<file path="src/rtl/pattern_detector_pkg.sv">
// Shared types and width helpers for the multi-slot serial pattern detector.
package pattern_detector_pkg;

  // Per-slot lifecycle: no pattern, collecting bits, able to match.
  typedef enum logic [1:0] {
    SLOT_DISABLED = 2'd0,
    SLOT_FILLING  = 2'd1,
    SLOT_ARMED    = 2'd2
  } slot_state_e;

  // Slot index width; a single slot still needs a 1-bit select.
  function automatic int sel_w(input int n_pat);
    return (n_pat > 1) ? $clog2(n_pat) : 1;
  endfunction

  // Width that holds a length or fill count in 0..pat_w.
  function automatic int len_w(input int pat_w);
    return $clog2(pat_w + 1);
  endfunction

endpackage

</file>
<file path="src/rtl/pattern_detector_multi_if.sv">
// Board-side bus of the pattern detector: serial input, slot programming, LED outputs.
interface pattern_detector_multi_if
  import pattern_detector_pkg::*;
#(
  parameter int PAT_W = 5,
  parameter int N_PAT = 2,
  parameter int LED_W = 5,
  parameter int CNT_W = 8
);
  localparam int SEL_W = sel_w(N_PAT);
  localparam int LEN_W = len_w(PAT_W);

  logic             data;
  logic             trig;
  logic             overlap;
  logic             pat_we;
  logic [SEL_W-1:0] pat_sel;
  logic [PAT_W-1:0] pat_val;
  logic [LEN_W-1:0] pat_len;
  logic             cnt_clr;
  logic [LED_W-1:0] led;
  logic [N_PAT-1:0] match;
  logic             on_led;
  logic [CNT_W-1:0] match_cnt;

  modport master (
    output data, trig, overlap, pat_we, pat_sel, pat_val, pat_len, cnt_clr,
    input  led, match, on_led, match_cnt
  );

  modport slave (
    input  data, trig, overlap, pat_we, pat_sel, pat_val, pat_len, cnt_clr,
    output led, match, on_led, match_cnt
  );

endinterface

</file>
<file path="src/rtl/pattern_slot.sv">
// One programmable pattern slot: holds val/len/fill, compares against the
// post-shift history and registers a one-cycle match pulse.
module pattern_slot
  import pattern_detector_pkg::*;
#(
  parameter int PAT_W = 5,
  parameter int LEN_W = len_w(PAT_W)
) (
  input  logic             clk,
  input  logic             reset,
  input  logic             accept,
  input  logic [PAT_W-1:0] hist,     // history including the bit being accepted
  input  logic             overlap,
  input  logic             we,
  input  logic [PAT_W-1:0] wval,
  input  logic [LEN_W-1:0] wlen,     // already clamped to PAT_W
  output logic             hit,      // combinational: this accept edge matches
  output logic             match
);

  slot_state_e      state_q, state_d;
  logic [PAT_W-1:0] val_q, val_d, mask;
  logic [LEN_W-1:0] len_q, len_d, fill_q, fill_d, fill_inc;

  // Slot registers: everything cleared, slot comes up disabled.
  always_ff @(posedge clk or posedge reset) begin
    if (reset) begin
      state_q <= SLOT_DISABLED;
      val_q   <= '0;
      len_q   <= '0;
      fill_q  <= '0;
      match   <= 1'b0;
    end else begin
      state_q <= state_d;
      val_q   <= val_d;
      len_q   <= len_d;
      fill_q  <= fill_d;
      match   <= hit;
    end
  end

  // Compare, fill update and next state; a write to this slot beats an accept.
  always_comb begin
    state_d = state_q;
    val_d   = val_q;
    len_d   = len_q;
    fill_d  = fill_q;
    mask    = '0;
    for (int i = 0; i < PAT_W; i++) mask[i] = (LEN_W'(i) < len_q);
    fill_inc = (fill_q >= LEN_W'(PAT_W)) ? fill_q : fill_q + LEN_W'(1);
    hit = accept && !we && (state_q != SLOT_DISABLED) && (fill_inc >= len_q) &&
          (((hist ^ val_q) & mask) == '0);
    if (we) begin
      val_d   = wval;
      len_d   = wlen;
      fill_d  = '0;
      state_d = (wlen == '0) ? SLOT_DISABLED : SLOT_FILLING;
    end else if (accept) begin
      fill_d = (hit && !overlap) ? '0 : fill_inc;
      case (state_q)
        SLOT_DISABLED: state_d = SLOT_DISABLED;
        default:       state_d = (fill_d >= len_q) ? SLOT_ARMED : SLOT_FILLING;
      endcase
    end
  end

endmodule

</file>
<file path="src/rtl/pattern_detector_multi.sv">
// Serial bit-pattern detector with N_PAT programmable slots sharing one history.
// One bit is accepted per rising edge of trig; matches drive pulses, a stretched
// LED and a saturating counter.
module pattern_detector_multi
  import pattern_detector_pkg::*;
#(
  parameter int PAT_W   = 5,
  parameter int N_PAT   = 2,
  parameter int LED_W   = 5,
  parameter int ON_HOLD = 8,
  parameter int CNT_W   = 8
) (
  input logic                    clk,
  input logic                    reset,
  pattern_detector_multi_if.slave bus
);
  localparam int LEN_W  = len_w(PAT_W);
  localparam int SEL_W  = sel_w(N_PAT);
  localparam int HOLD_W = $clog2(ON_HOLD + 1);

  logic              trig_q, accept, any_hit;
  logic [PAT_W-1:0]  hist_q, hist_d;
  logic [LEN_W-1:0]  wlen;
  logic [N_PAT-1:0]  hit, match_q;
  logic [HOLD_W-1:0] hold_q;
  logic [CNT_W-1:0]  cnt_q;

  assign accept  = bus.trig && !trig_q;
  assign hist_d  = accept ? {hist_q[PAT_W-2:0], bus.data} : hist_q;
  assign wlen    = (bus.pat_len > LEN_W'(PAT_W)) ? LEN_W'(PAT_W) : bus.pat_len;
  assign any_hit = |hit;

  // Strobe edge detect and shared bit history.
  always_ff @(posedge clk or posedge reset) begin
    if (reset) begin
      trig_q <= 1'b0;
      hist_q <= '0;
    end else begin
      trig_q <= bus.trig;
      hist_q <= hist_d;
    end
  end

  // on_led stretch: reload on any match, otherwise count down to zero.
  always_ff @(posedge clk or posedge reset) begin
    if (reset)              hold_q <= '0;
    else if (any_hit)       hold_q <= HOLD_W'(ON_HOLD);
    else if (hold_q != '0)  hold_q <= hold_q - HOLD_W'(1);
  end

  // Saturating count of accept edges with at least one match; clear has priority.
  always_ff @(posedge clk or posedge reset) begin
    if (reset)                       cnt_q <= '0;
    else if (bus.cnt_clr)            cnt_q <= '0;
    else if (any_hit && cnt_q != '1) cnt_q <= cnt_q + CNT_W'(1);
  end

  for (genvar s = 0; s < N_PAT; s++) begin : g_slot
    pattern_slot #(.PAT_W(PAT_W), .LEN_W(LEN_W)) u_slot (
      .clk     (clk),
      .reset   (reset),
      .accept  (accept),
      .hist    (hist_d),
      .overlap (bus.overlap),
      .we      (bus.pat_we && (bus.pat_sel == SEL_W'(s))),
      .wval    (bus.pat_val),
      .wlen    (wlen),
      .hit     (hit[s]),
      .match   (match_q[s])
    );
  end

  assign bus.led       = hist_q[LED_W-1:0];
  assign bus.match     = match_q;
  assign bus.on_led    = (hold_q != '0);
  assign bus.match_cnt = cnt_q;

endmodule

</file>
<file path="src/flat_wrapper.sv">
// flat-port wrapper written by rule: the top's interface ports become plain ports
module pattern_detector_multi_flat import pattern_detector_pkg::*;
#(
  parameter int PAT_W   = 5,
  parameter int N_PAT   = 2,
  parameter int LED_W   = 5,
  parameter int ON_HOLD = 8,
  parameter int CNT_W   = 8
)
  (clk, reset, bus_data, bus_trig, bus_overlap, bus_pat_we, bus_pat_sel, bus_pat_val, bus_pat_len, bus_cnt_clr, bus_led, bus_match, bus_on_led, bus_match_cnt);
  pattern_detector_multi_if #(.PAT_W(PAT_W), .N_PAT(N_PAT), .LED_W(LED_W), .CNT_W(CNT_W)) bus_i ();
  input logic clk;
  input logic reset;
  input wire logic [$bits(bus_i.data)-1:0] bus_data;
  input wire logic [$bits(bus_i.trig)-1:0] bus_trig;
  input wire logic [$bits(bus_i.overlap)-1:0] bus_overlap;
  input wire logic [$bits(bus_i.pat_we)-1:0] bus_pat_we;
  input wire logic [$bits(bus_i.pat_sel)-1:0] bus_pat_sel;
  input wire logic [$bits(bus_i.pat_val)-1:0] bus_pat_val;
  input wire logic [$bits(bus_i.pat_len)-1:0] bus_pat_len;
  input wire logic [$bits(bus_i.cnt_clr)-1:0] bus_cnt_clr;
  output wire logic [$bits(bus_i.led)-1:0] bus_led;
  output wire logic [$bits(bus_i.match)-1:0] bus_match;
  output wire logic [$bits(bus_i.on_led)-1:0] bus_on_led;
  output wire logic [$bits(bus_i.match_cnt)-1:0] bus_match_cnt;
  assign bus_i.data = bus_data;
  assign bus_i.trig = bus_trig;
  assign bus_i.overlap = bus_overlap;
  assign bus_i.pat_we = bus_pat_we;
  assign bus_i.pat_sel = bus_pat_sel;
  assign bus_i.pat_val = bus_pat_val;
  assign bus_i.pat_len = bus_pat_len;
  assign bus_i.cnt_clr = bus_cnt_clr;
  assign bus_led = bus_i.led;
  assign bus_match = bus_i.match;
  assign bus_on_led = bus_i.on_led;
  assign bus_match_cnt = bus_i.match_cnt;
  pattern_detector_multi #(.PAT_W(PAT_W), .N_PAT(N_PAT), .LED_W(LED_W), .ON_HOLD(ON_HOLD), .CNT_W(CNT_W)) u_core (.clk(clk), .reset(reset), .bus(bus_i));
endmodule
</file>
<file path="config.mk">
export PLATFORM = sky130hd
export DESIGN_NAME = pattern_detector_multi_flat
export DESIGN_NICKNAME = d
export VERILOG_FILES = /design/src/rtl/pattern_detector_pkg.sv /design/src/rtl/pattern_detector_multi_if.sv /design/src/rtl/pattern_slot.sv /design/src/rtl/pattern_detector_multi.sv /design/src/flat_wrapper.sv
export SDC_FILE = /design/constraint.sdc
export NUM_CORES = 1
export LEC_CHECK = 0
export CORE_ASPECT_RATIO = 0.5
export CORE_MARGIN = 2
export CORE_UTILIZATION = 50
export CTS_CLUSTER_SIZE = 30
export DETAILED_ROUTE_END_ITERATION = 6
export HOLD_SLACK_MARGIN = 0.03
export MAX_ROUTING_LAYER = met4
export PLACE_DENSITY = 0.75
export SYNTH_ARGS = -nofsm -noshare
export SYNTH_HDL_FRONTEND = slang
export SYNTH_HIERARCHICAL = 1
export SYNTH_SLANG_ARGS = --single-unit
</file>
<file path="constraint.sdc">
create_clock -name clk -period 7.7 [get_ports clk]
set_input_delay 0.77 -clock clk [delete_from_list [all_inputs] [get_ports clk]]
set_output_delay 0.77 -clock clk [all_outputs]
set_load 0.1 [all_outputs]
</file>
* Word level (Yosys, flattened, before mapping)
Cells that the tools add are included.
** Storage, ports and cells
- Word-level logic and storage cells :: 95
- Output and inout port bits :: 16
- Input bits :: 16
- Flip-flop bits (word level) :: 46
** Operators by class
- Order comparisons :: 17
- Add/subtract/negate cells :: 4
- Bitwise operators :: 5
- Eq/ne operators :: 1
- Muxes and demuxes :: 23
- Reductions and logical operators :: 31
** Operator list (count)
- $mux W3 :: 9
- $mux W2 :: 8
- $mux W8 :: 2
- $logic_and A1 B1 Y1 :: 14
- $ge A3 B3 Y1 :: 4
- $lt A1 B3 Y1 const A :: 4
- $lt A2 B3 Y1 const A :: 4
- $reduce_bool A2 Y1 :: 6
- $and A5 B5 Y5 :: 2
- $logic_not A5 Y1 :: 2
- $xor A5 B5 Y5 :: 2
- $add A8 B1 Y8 const B :: 1
- $mux W4 :: 2
- $ne A8 B8 Y1 const B :: 1
- $add A3 B1 Y3 const B :: 2
- $ge A3 B3 Y1 const B :: 2
- $lt A3 B3 Y1 const A :: 2
- $mux W5 :: 1
- $logic_not A1 Y1 :: 4
- $logic_not A2 Y1 :: 2
- $reduce_bool A4 Y1 :: 1
- $sub A4 B1 Y4 const B :: 1
- $gt A3 B3 Y1 const B :: 1
- $logic_not A3 Y1 :: 1
- other kinds (3) :: 3

* Logic depth before layout (Yosys ltp)
Gate-level depths: netlist (run 1).
- Depth after elaboration :: 14
- Depth in mapped cells :: 18
- Depth with buffers taken out :: 18

* By module
The synthesis (run 1) kept the hierarchy.
** Modules (own cells, without submodules)
- pattern_slot :: area an instance 882.1 um2, cells each 89, seq. area each 350.3 um2, instances 2
- pattern_detector_multi :: area an instance 890.9 um2, cells each 82, seq. area each 450.4 um2, instances 1

* Worst setup path before layout (run 1)
OpenSTA, ideal clock, no wires.
- Path type :: input to register
- Start point :: in bus_trig
- End point :: reg u_core.g_slot[0].u_slot.state_q[0]
- Arrival :: 3.528 ns
- Library setup time :: 0.095 ns
- Cell stages on the path :: 14
- Path slack :: 4.077 ns
- Path buffers :: 1
- Data required time :: 7.605 ns
- Cell sequence :: nor2b_1 -> clkbuf_1 -> mux2_2 -> xor2_2 -> a211oi_2 -> o221ai_2 -> nor3_4 -> or2_1 -> ha_1 -> nand2b_1 -> a21oi_1 -> nor2b_1 -> o21a_1 -> o31ai_1
** Between the ends
- Word-level cells in the longest chain between the ends :: 13
- Elaborated cells on any way between the ends :: 17
- Those cells by class :: order compare: 1; mux: 6; bitwise: 2; reduce/logical: 8
** RTL lines
- from (decl) :: RTL line flat_wrapper.sv:15 : input wire logic [$bits(bus_i.trig)-1:0] bus_trig;
- $logic_and A1 B1 Y1 :: RTL line pattern_detector_multi.sv:28 : assign accept = bus.trig && !trig_q;
- named net u_core.accept :: RTL line pattern_detector_multi.sv:21 : logic trig_q, accept, any_hit;
- $mux W5 :: RTL line pattern_detector_multi.sv:29 : assign hist_d = accept ? {hist_q[PAT_W-2:0], bus.data} : hist_q;
- named net u_core.hist_d[0] :: RTL line pattern_detector_multi.sv:22 : logic [PAT_W-1:0] hist_q, hist_d;
- $xor A5 B5 Y5 :: RTL line pattern_slot.sv:52 : (((hist ^ val_q) & mask) == '0);
- $and A5 B5 Y5 :: RTL line pattern_slot.sv:52
- $logic_not A5 Y1 :: RTL line pattern_slot.sv:52
- $logic_and A1 B1 Y1 :: RTL line pattern_slot.sv:51 : hit = accept && !we && (state_q != SLOT_DISABLED) && (fill_inc >= len_q) &&
- $logic_and A1 B1 Y1 :: RTL line pattern_slot.sv:59 : fill_d = (hit && !overlap) ? '0 : fill_inc;
- $mux W3 :: RTL line pattern_slot.sv:59
- $ge A3 B3 Y1 :: RTL line pattern_slot.sv:62 : default: state_d = (fill_d >= len_q) ? SLOT_ARMED : SLOT_FILLING;
- $mux W2 :: RTL line pattern_slot.sv:62
- $mux W2 :: RTL line pattern_slot.sv:60 : case (state_q)
- $mux W2 :: RTL line pattern_slot.sv:58 : end else if (accept) begin
- $mux W2 :: RTL line pattern_slot.sv:53 : if (we) begin
- to (signal assigned) :: RTL line pattern_slot.sv:34 : state_q <= state_d;
- to (decl) :: RTL line pattern_slot.sv:21 : slot_state_e state_q, state_d;
The timed path passes the listed nets, and every way through them passes these cells. The select of a mux whose other input is x is not followed.
A chain may end at the register's enable or synchronous reset.

* Worst setup path after layout (run 1)
- Start point :: in bus_trig
- End point :: reg u_core.g_slot[1].u_slot.state_q[0]
** Between the ends
- Word-level cells in the longest chain between the ends :: 13
- Elaborated cells on any way between the ends :: 17
- Those cells by class :: order compare: 1; mux: 6; bitwise: 2; reduce/logical: 8
** RTL lines (RTL line)
- $logic_and A1 B1 Y1 :: pattern_detector_multi.sv:28
- $mux W5 :: pattern_detector_multi.sv:29
- named net u_core.hist_d[0] :: pattern_detector_multi.sv:22
- $xor A5 B5 Y5 :: pattern_slot.sv:52
- $and A5 B5 Y5 :: pattern_slot.sv:52
- $logic_not A5 Y1 :: pattern_slot.sv:52
- $logic_and A1 B1 Y1 :: pattern_slot.sv:51
- $logic_and A1 B1 Y1 :: pattern_slot.sv:59
- $mux W3 :: pattern_slot.sv:59
- $ge A3 B3 Y1 :: pattern_slot.sv:62
- $mux W2 :: pattern_slot.sv:62
- $mux W2 :: pattern_slot.sv:60
- $mux W2 :: pattern_slot.sv:58
- $mux W2 :: pattern_slot.sv:53
- to (signal assigned) :: pattern_slot.sv:34
- to (decl) :: pattern_slot.sv:21
The timed path passes the listed nets, and every way through them passes these cells. The select of a mux whose other input is x is not followed.

==> impl_metrics.json, run 1 <==
{
  "outcome": "finished, final reports clean",
  "end_kind": "register",
  "synth_ff_type": "dfrtp_1",
  "synth-edff-count": 0,
  "antenna_found_initial": 0,
  "ctsHtreeMaxLevel": 2,
  "vias": 1982,
  "critPathKind": "input port to register",
  "synth_top_area_cell": "dfrtp_1",
  "syn_to_final_growth_pct": 18.4,
  "reg2reg_from": "u_core/g_slot[0].u_slot/fill_q[1]",
  "synth_nets": 295,
  "finalNetCount": 327,
  "share_seq_of_total_power": 0.386,
  "synthTopCellsByArea": "dfrtp_1 43%, ha_1 9.0%, mux2_2 8.1%, xor2_1 4.3%, nor2_1 4.1%",
  "synth_cell_types": 39,
  "p_switching_mw": 0.328,
  "cts_tree": "built",
  "seq_area_frac_synth": 0.434,
  "setup_viol": 0,
  "grt_pass1_wl_mm": 9.45,
  "numCtsBuffers": 5,
  "wl_mm": 5.40,
  "clock_path_buffers": 2,
  "ant_nets": 0,
  "antenna_cells": 0,
  "worstMarginPinSlew_ns": 0.985,
  "syn_inst": 260,
  "crit_path_start": "bus_trig",
  "cp.arrival_ns": 3.99,
  "clock_latency_ns": 0.29,
  "post_cts.repair.setup_buffers": 0,
  "peakVddDrop_mv": 0.119,
  "layoutNonFillerInstCount": 362,
  "fin_setup_tns_ns": 0,
  "power.density_nw_per_um2": 266,
  "hold_buffers": 0,
  "die_w_um": 107,
  "final_max_slew_viol_count": 0,
  "wl_per_cell_um": 14.9,
  "layout_min_cycle_time_ns": 3.80,
  "drtIter0Drc": 68,
  "fin_skew_ns": 0.0162,
  "min_path_cells": 1,
  "grt_use_total": 0.206,
  "dieArea_sq_um": 5940,
  "vias_per_cell": 5.48,
  "gp_congestion": 0.840,
  "initial_core_util": 0.529,
  "grt_overflow": 0,
  "min_path_type": "register to register",
  "crit_fanout": 17,
  "dp_hpwl_mm": 4.12,
  "ios": 32,
  "synth.most_common_cell": "dfrtp_1",
  "row_count": 18,
  "min_period_over_period": 0.493,
  "first_global_vias": 2080,
  "crit_end": "u_core/g_slot[1].u_slot/state_q[0]",
  "n_fill_cell": 423,
  "reg2regPathDepth": 18,
  "power.leakage_nw": 1.42,
  "drv_cap": 0,
  "coreArea_sq_um": 5020,
  "syn_area_sq_um": 2660,
  "p_sw_frac": 0.392,
  "critPathRequiredTime_ns": 7.90,
  "die_y_um": 55.5,
  "hold_viol": 0,
  "drc_errors": 0,
  "drive_gt1_frac": 0.140,
  "pwr-share-clk": 0.215,
  "drtPass1Iterations": 4,
  "cts_resized": 0,
  "combPwrFrac": 0.398,
  "rrSetupSlack_ns": 4.32,
  "fin_util": 0.626,
  "p_int_mw": 0.508,
  "cts_root_buf": "clkbuf_8",
  "yosysTopAreaCellShare": 0.434,
  "syn_area_per_cell_sq_um": 10.2,
  "dp.cells": 355,
  "r2r_end": "u_core/g_slot[0].u_slot/state_q[0]",
  "synthArstFlopShare": 1.00,
  "max_freq_mhz": 263,
  "synth-seq-cells": 46,
  "cts_num_sinks": 46,
  "startpoint_type": "input port",
  "path_clk_slew_ns": 0.09,
  "slew_headroom": 0.341,
  "grt_max_degree": 19,
  "synth_warnings": 6,
  "place.port_buffers": 31,
  "rsz0062_at_grt": "no",
  "hp-start": "u_core/hold_q[3]",
  "synthTopCellsByCount": "46 x dfrtp_1, 29 x nor2_1, 19 x ha_1, 19 x mux2_2, 18 x inv_1"
}
## metrics by stage
step	total power [mW]	area, sq um	hold WS, ns	setup slack [ns]
finish	0.837	3140	0.537	3.90
global route	0.888	3140	0.562	3.71
CTS	0.841	3140	0.536	3.93
detailed placement	0.660	3030	0.517	3.60
global placement	0.645	3030	0.499	3.74
floorplan	0.578	2660	0.484	4.08
## registers in the layout, summed over array words and instances, names as in the netlist
register	cells
u_core/g_slot.u_slot/match	2
u_core/bus.match_cnt	8
u_core/g_slot.u_slot/fill_q	6
u_core/g_slot.u_slot/state_q	4
u_core/g_slot.u_slot/val_q	10
u_core/trig_q	1
u_core/bus.led	5
u_core/hold_q	4
u_core/g_slot.u_slot/len_q	6
## worst min-delay path by stage
stage | slack, ns | endpoint
final | 0.54 | u_core/hold_q[3]
after detailed placement | 0.52 | u_core/hold_q[3]
after floorplan | 0.48 | u_core/hold_q[3]
after global placement | 0.50 | u_core/hold_q[3]
after global routing | 0.56 | u_core/g_slot[0].u_slot/val_q[4]
after CTS | 0.54 | u_core/hold_q[3]
## per-layer routing
metal  track usage  vias to the layer above  wire length [um]
li1              -                      969                 -
met1         0.250                      977              2530
met2         0.344                       26              2690
met3        0.0437                       10               111
met4        0.0668                        0                76
met5             -                        -                 0
## final cells by class
type | count | area, sq um | area share
clock buffer | 6 | 82.6 | 0.0263
clock inverter | 1 | 30.0 | 0.00955
inverter | 18 | 67.6 | 0.0215
multi-input combinational | 188 | 1400 | 0.445
sequential | 46 | 1150 | 0.366
tap | 70 | 87.6 | 0.0279
timing repair buffer | 33 | 325 | 0.104
## power groups by stage
stage	logic [mW]	registers [mW]	clock network, mW
after floorplan	0.191	0.387	0
after global placement	0.321	0.324	0
after detailed placement	0.332	0.327	0
after CTS	0.335	0.323	0.183
after global routing	0.363	0.330	0.195
final	0.333	0.323	0.180
## logic make-up (layout without fill, tap and decap cells)
| group | count (synthesis) | count (layout) | synth area share |
|---|---|---|---|
| simple gates | 77 | 77 | 0.151 |
| xor+xnor | 16 | 16 | 0.0584 |
| fa+ha+maj | 19 | 19 | 0.0895 |
| mux | 20 | 20 | 0.0844 |
| flops | 46 | 46 | 0.434 |
| compound gates | 56 | 56 | 0.144 |
| buf+inv | 26 | 58 | 0.0396 |
## layout by cell type, fill, tap and decap left out, drive strengths merged, types with 3 or more instances in the layout
cell / n
a211oi: 5
a21oi: 16
clkbuf: 6
clkdlybuf4s50: 31
dfrtp: 46
ha: 19
inv: 18
mux2: 19
nand2: 11
nand2b: 4
nand3: 4
nand4: 3
nor2: 29
nor2b: 5
nor3: 6
o21ai: 15
o31ai: 10
or2: 5
or3: 5
xor2: 15
## worst max-delay path: stages
cell and delay [ns]:
clkdlybuf4s50_1 0.47, nor2b_1 0.13, buf_4 0.24, mux2_2 0.42
xor2_2 0.16, a211oi_2 0.26, o221ai_2 0.16, nor3_4 0.29
or2_1 0.15, ha_1 0.21, nand2b_1 0.14, a21oi_1 0.14
nor2b_1 0.07, o21a_1 0.17, o31ai_1 0.21
(Power assumes the default switching activity.)
==> run 2, diff against run 1 <==
Clock period 7.7 ns to 3.97 ns, I/O delays scaled along.
==> run 2 against run 1 <==
Against the previous run: sequential share of layout area fell by 0.28 points; total power increased by 93%; clock power increased by 93%; clock skew fell by 0.0086 ns; wire length is 0.91% lower; first-iteration DRC count down 15%; non-clock buffer count is 2 higher; design area up 0.76%; critical endpoint unchanged; largest cell class unchanged.
==> impl_metrics.json, run 2 (same netlist as run 1, synthesis figures left out) <==
{
  "layout_min_cycle_time_ns": 3.43,
  "power.leakage_nw": 1.44,
  "layout_common_cells": "46 x dfrtp_1, 31 x clkdlybuf4s50_1, 29 x nor2_1",
  "dp_hpwl_mm": 3.99,
  "peakVddDrop_mv": 0.234,
  "min_period_over_period": 0.863,
  "row_count": 18,
  "startpoint_type": "input port",
  "cts_tree": "built",
  "antenna_cells": 0,
  "grt_use_total": 0.206,
  "first_global_vias": 1934,
  "critPathKind": "input port to register",
  "antenna_found_initial": 0,
  "dieArea_sq_um": 5940,
  "grt_overflow": 0,
  "drive_gt1_frac": 0.149,
  "vias": 1962,
  "fin_setup_tns_ns": 0,
  "clock_path_buffers": 2,
  "outcome": "finished, final reports clean",
  "wl_met2_mm": 2.62,
  "routed.top_layer": "met4",
  "drtIter0Drc": 58,
  "numCtsBuffers": 5,
  "mostFrequentLayoutCell": "dfrtp_1",
  "route.met3.wl_um": 177,
  "drv_cap": 0,
  "place.port_buffers": 31,
  "power.density_nw_per_um2": 510,
  "hold_viol": 0,
  "grt_max_degree": 19,
  "wl_mm": 5.35,
  "setup_viol": 0,
  "hold_buffers": 0,
  "path_clk_slew_ns": 0.09,
  "vias_per_cell": 5.38,
  "largest_register": "u_core/g_slot.u_slot/val_q",
  "grt_pass1_wl_mm": 9.21,
  "coreArea_sq_um": 5020,
  "slew_headroom": 0.343,
  "fin_skew_ns": 0.00756,
  "largest_reg_flops": 10,
  "syn_to_final_growth_pct": 19.3,
  "cts_num_sinks": 46,
  "cts_resized": 0,
  "dp.cells": 357,
  "final_max_slew_viol_count": 0,
  "drc_errors": 0,
  "critPathRequiredTime_ns": 4.18,
  "wl_met1_mm": 2.48,
  "ctsHtreeMaxLevel": 2,
  "gp_congestion": 0.799,
  "crit_fanout": 17,
  "min_path_type": "input port to async pin",
  "end_kind": "register",
  "max_freq_mhz": 292,
  "post_cts.repair.setup_buffers": 0,
  "die_w_um": 107,
  "cp.arrival_ns": 3.64,
  "rsz0062_at_grt": "no",
  "drtPass1Iterations": 4,
  "clock_latency_ns": 0.31,
  "worstMarginPinSlew_ns": 0.982,
  "die_y_um": 55.5,
  "initial_core_util": 0.529,
  "cts_root_buf": "clkbuf_8",
  "layoutNonFillerInstCount": 365,
  "ios": 32,
  "wl_per_cell_um": 14.7,
  "finalNetCount": 329,
  "ant_nets": 0
}
run 2: path summary, 6_finish.rpt:
kind                       slack [ns]  cells past startpoint                                  to                              start
setup / recovery                 0.54                     15  u_core/g_slot[1].u_slot/state_q[0]                           bus_trig
hold / removal                   0.48                      2       u_core/g_slot[0].u_slot/match                              reset
setup reg to reg                 0.60                     17  u_core/g_slot[1].u_slot/state_q[0]  u_core/g_slot[1].u_slot/fill_q[0]
hold reg to reg                  0.54                      1    u_core/g_slot[1].u_slot/val_q[1]   u_core/g_slot[1].u_slot/val_q[1]
max in group asynchronous        2.94                      2             u_core/bus.match_cnt[5]                              reset
min in group clk                 0.54                      1    u_core/g_slot[1].u_slot/val_q[1]   u_core/g_slot[1].u_slot/val_q[1]
run 2: per-stage QoR:
step | setup WS [ns] | utilization | cell area (sq um) | hold slack (ns) | total power, mW
floorplan | 0.720 | - | 2660 | 0.286 | 1.12
global placement | 0.362 | 0.609 | 3060 | 0.500 | 1.25
detailed placement | 0.248 | 0.609 | 3060 | 0.516 | 1.28
CTS | 0.559 | 0.631 | 3170 | 0.491 | 1.63
global route | 0.234 | 0.631 | 3170 | 0.527 | 1.72
finish | 0.544 | 0.631 | 3170 | 0.478 | 1.62
run 2: power breakdown:
part	total, mW	internal, mW	switching, mW
sequential	0.625	0.551	0.0741
clock	0.347	0.185	0.162
combinational	0.645	0.237	0.407
run 2: final cells by class:
| cell class | count | area (sq um) |
|---|---|---|
| Sequential cell | 46 | 1150 |
| Clock inverter | 3 | 40.0 |
| Fill cell | 427 | 1860 |
| Tap cell | 70 | 87.6 |
| Inverter | 18 | 67.6 |
| Multi-Input combinational cell | 188 | 1400 |
| Clock buffer | 5 | 68.8 |
| Timing Repair Buffer | 35 | 353 |
run 2: critical path, stage by stage:
cell and delay (ns):
clkdlybuf4s50_1 0.47, nor2b_1 0.22, buf_12 0.18, mux2_2 0.39, xor2_2 0.16, a211oi_2 0.23, o221ai_2 0.16, nor3_4 0.30
or2_1 0.15, ha_1 0.21, nand2b_1 0.14, a21oi_1 0.14, nor2b_1 0.07, o21a_1 0.16, o31ai_1 0.25
run 2: routing by layer:
metal	up-vias	GRT usage
li1	972	-
met2	21	0.344
met4	0	0.0631
met3	6	0.0579
met1	963	0.244
met5	-	-
